File: src/rtl/alu_seq_core_if.sv
// Request/response bundle for alu_seq_core: valid/ready request carrying operands,
// valid/ready response carrying the result, flags and completed-operation count.
interface alu_seq_core_if #(
  parameter int unsigned WIDTH = 4,
  parameter int unsigned SEL_W = 4,
  parameter int unsigned CNT_W = 8
);
  logic             req_valid;
  logic             req_ready;
  logic [WIDTH-1:0] a;
  logic [WIDTH-1:0] b;
  logic             c_in;
  logic [SEL_W-1:0] select;
  logic             rsp_valid;
  logic             rsp_ready;
  logic [WIDTH-1:0] y;
  logic             c_out;
  logic             illegal;
  logic [CNT_W-1:0] op_count;

  modport master (
    output req_valid, a, b, c_in, select, rsp_ready,
    input  req_ready, rsp_valid, y, c_out, illegal, op_count
  );

  modport slave (
    input  req_valid, a, b, c_in, select, rsp_ready,
    output req_ready, rsp_valid, y, c_out, illegal, op_count
  );
endinterface

File: src/rtl/alu_seq_core.sv
// Handshaked ALU: single-cycle arithmetic/logic ops, iterative one-bit-per-cycle shifts,
// result held until the sink takes it, plus a wrapping count of completed responses.
module alu_seq_core #(
  parameter int unsigned WIDTH = 4,
  parameter int unsigned SEL_W = 4,
  parameter int unsigned CNT_W = 8
) (
  input logic           i_clk,
  input logic           i_rst_n,
  alu_seq_core_if.slave bus
);
  localparam int unsigned ShW = $clog2(WIDTH);

  typedef enum logic [1:0] {StIdle, StExec, StShift, StResp} state_e;

  state_e           r_state, w_state_nxt;
  logic [WIDTH-1:0] r_a, r_b, r_y, w_y_nxt, w_y_alu;
  logic             r_cin, r_cout, r_ill, w_cout_nxt, w_ill_nxt, w_cout_alu, w_ill_alu;
  logic [SEL_W-1:0] r_sel;
  logic [ShW-1:0]   r_cnt, w_cnt_nxt;
  logic [CNT_W-1:0] r_ops;
  logic             w_accept, w_is_shift, w_rsp_hs;
  logic [WIDTH:0]   w_sum, w_a_ext, w_b_ext, w_nb_ext, w_cin_ext, w_ones_ext;

  assign w_accept   = bus.req_valid && (r_state == StIdle);
  assign w_is_shift = (bus.select == SEL_W'(7));
  assign w_rsp_hs   = (r_state == StResp) && bus.rsp_ready;

  assign w_a_ext    = {1'b0, r_a};
  assign w_b_ext    = {1'b0, r_b};
  assign w_nb_ext   = {1'b0, ~r_b};
  assign w_cin_ext  = {{WIDTH{1'b0}}, r_cin};
  assign w_ones_ext = {1'b0, {WIDTH{1'b1}}};

  // Arithmetic is done at WIDTH+1 bits so the top bit is the carry out.
  always_comb begin
    w_sum      = '0;
    w_y_alu    = '0;
    w_cout_alu = 1'b0;
    w_ill_alu  = 1'b0;
    case (r_sel)
      SEL_W'(0): w_sum = w_a_ext + w_cin_ext;
      SEL_W'(1): w_sum = w_a_ext + w_b_ext + w_cin_ext;
      SEL_W'(2): w_sum = w_a_ext + w_nb_ext + w_cin_ext;
      SEL_W'(3): w_sum = r_cin ? w_b_ext : (w_a_ext + w_ones_ext);
      SEL_W'(4): w_y_alu = r_a & r_b;
      SEL_W'(5): w_y_alu = r_cin ? (r_a ^ r_b) : (r_a | r_b);
      SEL_W'(6): w_y_alu = ~r_a;
      SEL_W'(8): w_y_alu = '0;
      default:   w_ill_alu = 1'b1;
    endcase
    if (r_sel <= SEL_W'(3)) begin
      w_y_alu    = w_sum[WIDTH-1:0];
      w_cout_alu = w_sum[WIDTH];
    end
  end

  always_comb begin
    w_state_nxt = r_state;
    w_y_nxt     = r_y;
    w_cout_nxt  = r_cout;
    w_ill_nxt   = r_ill;
    w_cnt_nxt   = r_cnt;
    case (r_state)
      StIdle: begin
        if (w_accept) begin
          // Shifts work in place on r_y, so preload it with the operand.
          w_y_nxt     = bus.a;
          w_cout_nxt  = 1'b0;
          w_ill_nxt   = 1'b0;
          w_cnt_nxt   = bus.b[ShW-1:0];
          w_state_nxt = w_is_shift ? StShift : StExec;
        end
      end
      StExec: begin
        w_y_nxt     = w_y_alu;
        w_cout_nxt  = w_cout_alu;
        w_ill_nxt   = w_ill_alu;
        w_state_nxt = StResp;
      end
      StShift: begin
        if (r_cnt == '0) begin
          w_state_nxt = StResp;
        end else begin
          w_y_nxt   = r_cin ? (r_y >> 1) : (r_y << 1);
          w_cnt_nxt = r_cnt - ShW'(1);
        end
      end
      StResp: begin
        if (bus.rsp_ready) w_state_nxt = StIdle;
      end
      default: w_state_nxt = StIdle;
    endcase
  end

  always_ff @(posedge i_clk) begin
    if (!i_rst_n) begin
      r_state <= StIdle;
      r_a     <= '0;
      r_b     <= '0;
      r_cin   <= 1'b0;
      r_sel   <= '0;
      r_y     <= '0;
      r_cout  <= 1'b0;
      r_ill   <= 1'b0;
      r_cnt   <= '0;
      r_ops   <= '0;
    end else begin
      r_state <= w_state_nxt;
      r_y     <= w_y_nxt;
      r_cout  <= w_cout_nxt;
      r_ill   <= w_ill_nxt;
      r_cnt   <= w_cnt_nxt;
      if (w_accept) begin
        r_a   <= bus.a;
        r_b   <= bus.b;
        r_cin <= bus.c_in;
        r_sel <= bus.select;
      end
      if (w_rsp_hs) r_ops <= r_ops + CNT_W'(1);
    end
  end

  assign bus.req_ready = (r_state == StIdle);
  assign bus.rsp_valid = (r_state == StResp);
  assign bus.y         = r_y;
  assign bus.c_out     = r_cout;
  assign bus.illegal   = r_ill;
  assign bus.op_count  = r_ops;
endmodule
File: src/flat_wrapper.sv
// flat-port wrapper written by rule: the top's interface ports become plain ports
module alu_seq_core_flat 
#(
  parameter int unsigned WIDTH = 4,
  parameter int unsigned SEL_W = 4,
  parameter int unsigned CNT_W = 8
)
  (i_clk, i_rst_n, bus_req_valid, bus_a, bus_b, bus_c_in, bus_select, bus_rsp_ready, bus_req_ready, bus_rsp_valid, bus_y, bus_c_out, bus_illegal, bus_op_count);
  alu_seq_core_if #(.WIDTH(WIDTH), .SEL_W(SEL_W), .CNT_W(CNT_W)) bus_i ();
  input logic i_clk;
  input logic i_rst_n;
  input wire logic [$bits(bus_i.req_valid)-1:0] bus_req_valid;
  input wire logic [$bits(bus_i.a)-1:0] bus_a;
  input wire logic [$bits(bus_i.b)-1:0] bus_b;
  input wire logic [$bits(bus_i.c_in)-1:0] bus_c_in;
  input wire logic [$bits(bus_i.select)-1:0] bus_select;
  input wire logic [$bits(bus_i.rsp_ready)-1:0] bus_rsp_ready;
  output wire logic [$bits(bus_i.req_ready)-1:0] bus_req_ready;
  output wire logic [$bits(bus_i.rsp_valid)-1:0] bus_rsp_valid;
  output wire logic [$bits(bus_i.y)-1:0] bus_y;
  output wire logic [$bits(bus_i.c_out)-1:0] bus_c_out;
  output wire logic [$bits(bus_i.illegal)-1:0] bus_illegal;
  output wire logic [$bits(bus_i.op_count)-1:0] bus_op_count;
  assign bus_i.req_valid = bus_req_valid;
  assign bus_i.a = bus_a;
  assign bus_i.b = bus_b;
  assign bus_i.c_in = bus_c_in;
  assign bus_i.select = bus_select;
  assign bus_i.rsp_ready = bus_rsp_ready;
  assign bus_req_ready = bus_i.req_ready;
  assign bus_rsp_valid = bus_i.rsp_valid;
  assign bus_y = bus_i.y;
  assign bus_c_out = bus_i.c_out;
  assign bus_illegal = bus_i.illegal;
  assign bus_op_count = bus_i.op_count;
  alu_seq_core #(.WIDTH(WIDTH), .SEL_W(SEL_W), .CNT_W(CNT_W)) u_core (.i_clk(i_clk), .i_rst_n(i_rst_n), .bus(bus_i));
endmodule
File: config.mk
export PLATFORM = sky130hd
export DESIGN_NAME = alu_seq_core_flat
export DESIGN_NICKNAME = d
export VERILOG_FILES = /design/src/rtl/alu_seq_core_if.sv /design/src/rtl/alu_seq_core.sv /design/src/flat_wrapper.sv
export SDC_FILE = /design/constraint.sdc
export NUM_CORES = 1
export LEC_CHECK = 0
export CAP_MARGIN = 25
export CORE_MARGIN = 10
export CORE_UTILIZATION = 35
export CTS_CLUSTER_SIZE = 20
export DETAILED_ROUTE_END_ITERATION = 8
export PLACE_DENSITY = 0.59
export SLEW_MARGIN = 25
export SYNTH_ARGS = -nofsm -noshare
export SYNTH_HDL_FRONTEND = slang
export SYNTH_SLANG_ARGS = --single-unit
File: constraint.sdc
create_clock -name i_clk -period 2.1 [get_ports i_clk]
set_input_delay 0.42 -clock i_clk [delete_from_list [all_inputs] [get_ports i_clk]]
set_output_delay 0.42 -clock i_clk [all_outputs]
set_load 0.005 [all_outputs]
==> reports/metrics.csv <==
metric,value,unit
Via Count,2184,
HPWL Detailed,5070,um
YS warnings,0,
"Slowest-stage cell, CP",fa_1,
Buffers on Ports,32,
Worst EP required,2270,ps
RePlAce Congestion,0.856,
first drt pass iteration count,4,
Critical Path Max Stage Delay,480,ps
Die X,102,um
initial antenna violation count,0,
ys async rst share,0,
Critical Path Source,u_core.r_cin$_SDFFE_PN0P_,
CP Launch Type,flop,
Clock Sinks,31,
worst hold start,u_core.r_cnt[1]$_SDFFE_PN0P_,
Area growth syn-to-layout,24.4,%
Hold Crit Class,flop to flop,
Post-synth EDFFs,0,
Worst Skew,6.81,ps
Slew @ Worst Pin,512,ps
pins over their slew limit,0,
Netlist cell types,45,
most frequent cell after synthesis,nand2_1,
Final Critical Period,2090,ps
# hold bufs at CTS,0,
Core Footprint,6460,um2
largest net degree at the start of global routing,32,
clk_lat worst skew,280,ps
total power,2970,uW
DRT Wirelength,6640,um
Ant. Diodes,0,
kind of critical path,flop to flop,
top post-synthesis cells by area,"dfxtp_1 26%, ha_1 11%, nand2_1 6.3%, a21boi_0 5.4%, xnor2_1 4.1%",
Global Route Usage Sum,0.131,
CTS root buf,clkbuf_8,
CTS clock-pin slew for the worst setup and hold paths,70,ps
f_max,477,MHz
Rel. slew slack,0.654,
drc violations,0,
worst r2r src,u_core.r_cin$_SDFFE_PN0P_,
WL per Instance,16.0,um
Syn Std Cell Area,2370,um2
Yosys top cell by area,dfxtp_1,
Tcrit/Tclk final,0.998,
total CTS buffers,5,
Clock Path Buffers,2,
die area,10400,um2
ratio of cells with drive above 1 in the final layout,0.128,
row cnt,29,
post-route ant nets,0,
Die Y,102,um
vias in the first global route,2180,
DP Area,2840,um2
register area share after synthesis,0.262,
"flops & latches, synth",31,
IO Count,33,
Initial Util,0.366,
Post-synth top cells,"40 x nand2_1, 31 x dfxtp_1, 24 x inv_1, 20 x ha_1",
Detailed Route Iter0 Violations,119,
power per cell area,1010,nW/um2
post-synth top area share,0.262,
RSZ-0062 raised after global routing,yes,
GR Overflow Total,0,
Most used DFF post-synth,dfxtp_1,
Synth Net Count,337,
htree depth,2,
max-cap violations,0,
first-pass GRT wire length,10800,um
final hold violations,0,
CP Cell Sequence,"inv_4, fa_2, fa_1, inv_1, mux4_2, o2111ai_2, a21oi_1",
Post-CTS Setup Inserts,0,
design area,2940,um2
Post-Syn Area per Cell,7.99,um2
Layout Nets,377,
run status,completed,
final setup vio count,0,
CP arrival,2270,ps
DR vias/cell,5.28,
maximum VDD drop,0.769,mV
TritonCTS clock tree,yes,
Post-Synthesis Cells,296,
Critical Path Fanout Max,3,
Critical Path End Type,flop,
leakage,0.00114,uW
worst max-delay path, delay by kind of cell (launching register included):
| family | cells | cell delay [ps] |
|---|---|---|
| flops | 1 | 350 |
| fa+ha+maj | 2 | 850 |
| compound gates | 2 | 250 |
| buf+inv | 2 | 90 |
| mux | 1 | 450 |
layer usage:
metal / wire [um] / vias to the layer above / track usage / share of wire
met3: 330 / 12 / 0.0250 / 0.050
li1: - / 1099 / - / -
met5: 0 / - / 0 / 0
met1: 3260 / 1000 / 0.179 / 0.49
met2: 2910 / 73 / 0.199 / 0.44
met4: 130 / 0 / 0.0499 / 0.020
final timing paths:
path,endpoint,slack [ps],depth (start not counted)
max,u_core.bus.y[1]$_SDFFE_PN0P_,5,7
min,u_core.r_cnt[1]$_SDFFE_PN0P_,460,2
max reg2reg,u_core.bus.y[1]$_SDFFE_PN0P_,5,7
min reg2reg,u_core.r_cnt[1]$_SDFFE_PN0P_,460,2
metrics by stage:
stage          hold WS (ps)  utilization  TNS [ps]  setup WS (ps)  std cells
3_5_place_dp            457        0.440     -79.5          -79.5        406
5_1_grt                 503        0.456      -165           -107        414
3_3_place_gp            453        0.440     -24.5          -24.5        406
2_1_floorplan           441            -         0           8.66        296
6_report                462        0.456         0           5.00        414
4_1_cts                 468        0.455         0          0.868        414
sequential cells by signal (all words and copies together), names as in the netlist:
register and count:
u_core.bus.c_out 1, u_core.bus.illegal 1, u_core.bus.op_count 8, u_core.bus.y 4
u_core.r_a 4, u_core.r_b 4, u_core.r_cin 1, u_core.r_cnt 2
u_core.r_sel 4, u_core.r_state 2
area by class of cell:
type	instances	area (um2)
fillers	686	3510
multi-input cells	226	1600
repair buffers	48	440
well taps	77	96.3
clock buffers	6	72.6
clock inverters	2	12.5
inverters	24	92.6
flip-flops and latches	31	627
timing repair:
action / CTS / global route
gates resized for setup: 3 / 3
cloned: 0 / 0
pin swaps: 3 / 1
endpoints found under the setup margin: 1 / 4
where the power goes:
part | internal [uW] | switching (uW) | total [uW]
clock network | 232 | 239 | 471
logic | 745 | 903 | 1650
registers | 709 | 139 | 848
cells in the final DEF, fill, tap and decap left out, types with 3 or more instances in the layout:
master / instances
a21boi_0: 17
a21o_1: 3
a21oi_1: 17
a31oi_1: 5
and2_1: 7
buf_4: 16
clkbuf_8: 5
clkdlybuf4s50_1: 32
dfxtp_1: 28
ha_1: 18
inv_1: 20
inv_2: 3
mux2i_1: 5
nand2_1: 40
nand2b_1: 7
nand3_1: 8
nand4_1: 5
nor2_1: 17
nor2b_1: 6
o211ai_1: 6
o21ai_0: 16
xnor2_1: 11
xor2_1: 3
kinds of logic (layout without fill, tap and decap cells):
| group | count (synthesis) | count (layout) | synth area share |
|---|---|---|---|
| AND/OR/NAND/NOR | 99 | 99 | 0.206 |
| AO/OA/AOI/OAI | 81 | 81 | 0.233 |
| buffers and inverters | 39 | 80 | 0.0672 |
| flip-flops | 31 | 31 | 0.262 |
| adder cells (fa/ha/maj) | 24 | 24 | 0.140 |
| XOR/XNOR | 14 | 14 | 0.0518 |
| multiplexers | 8 | 8 | 0.0402 |
(Power assumes the default switching activity.)
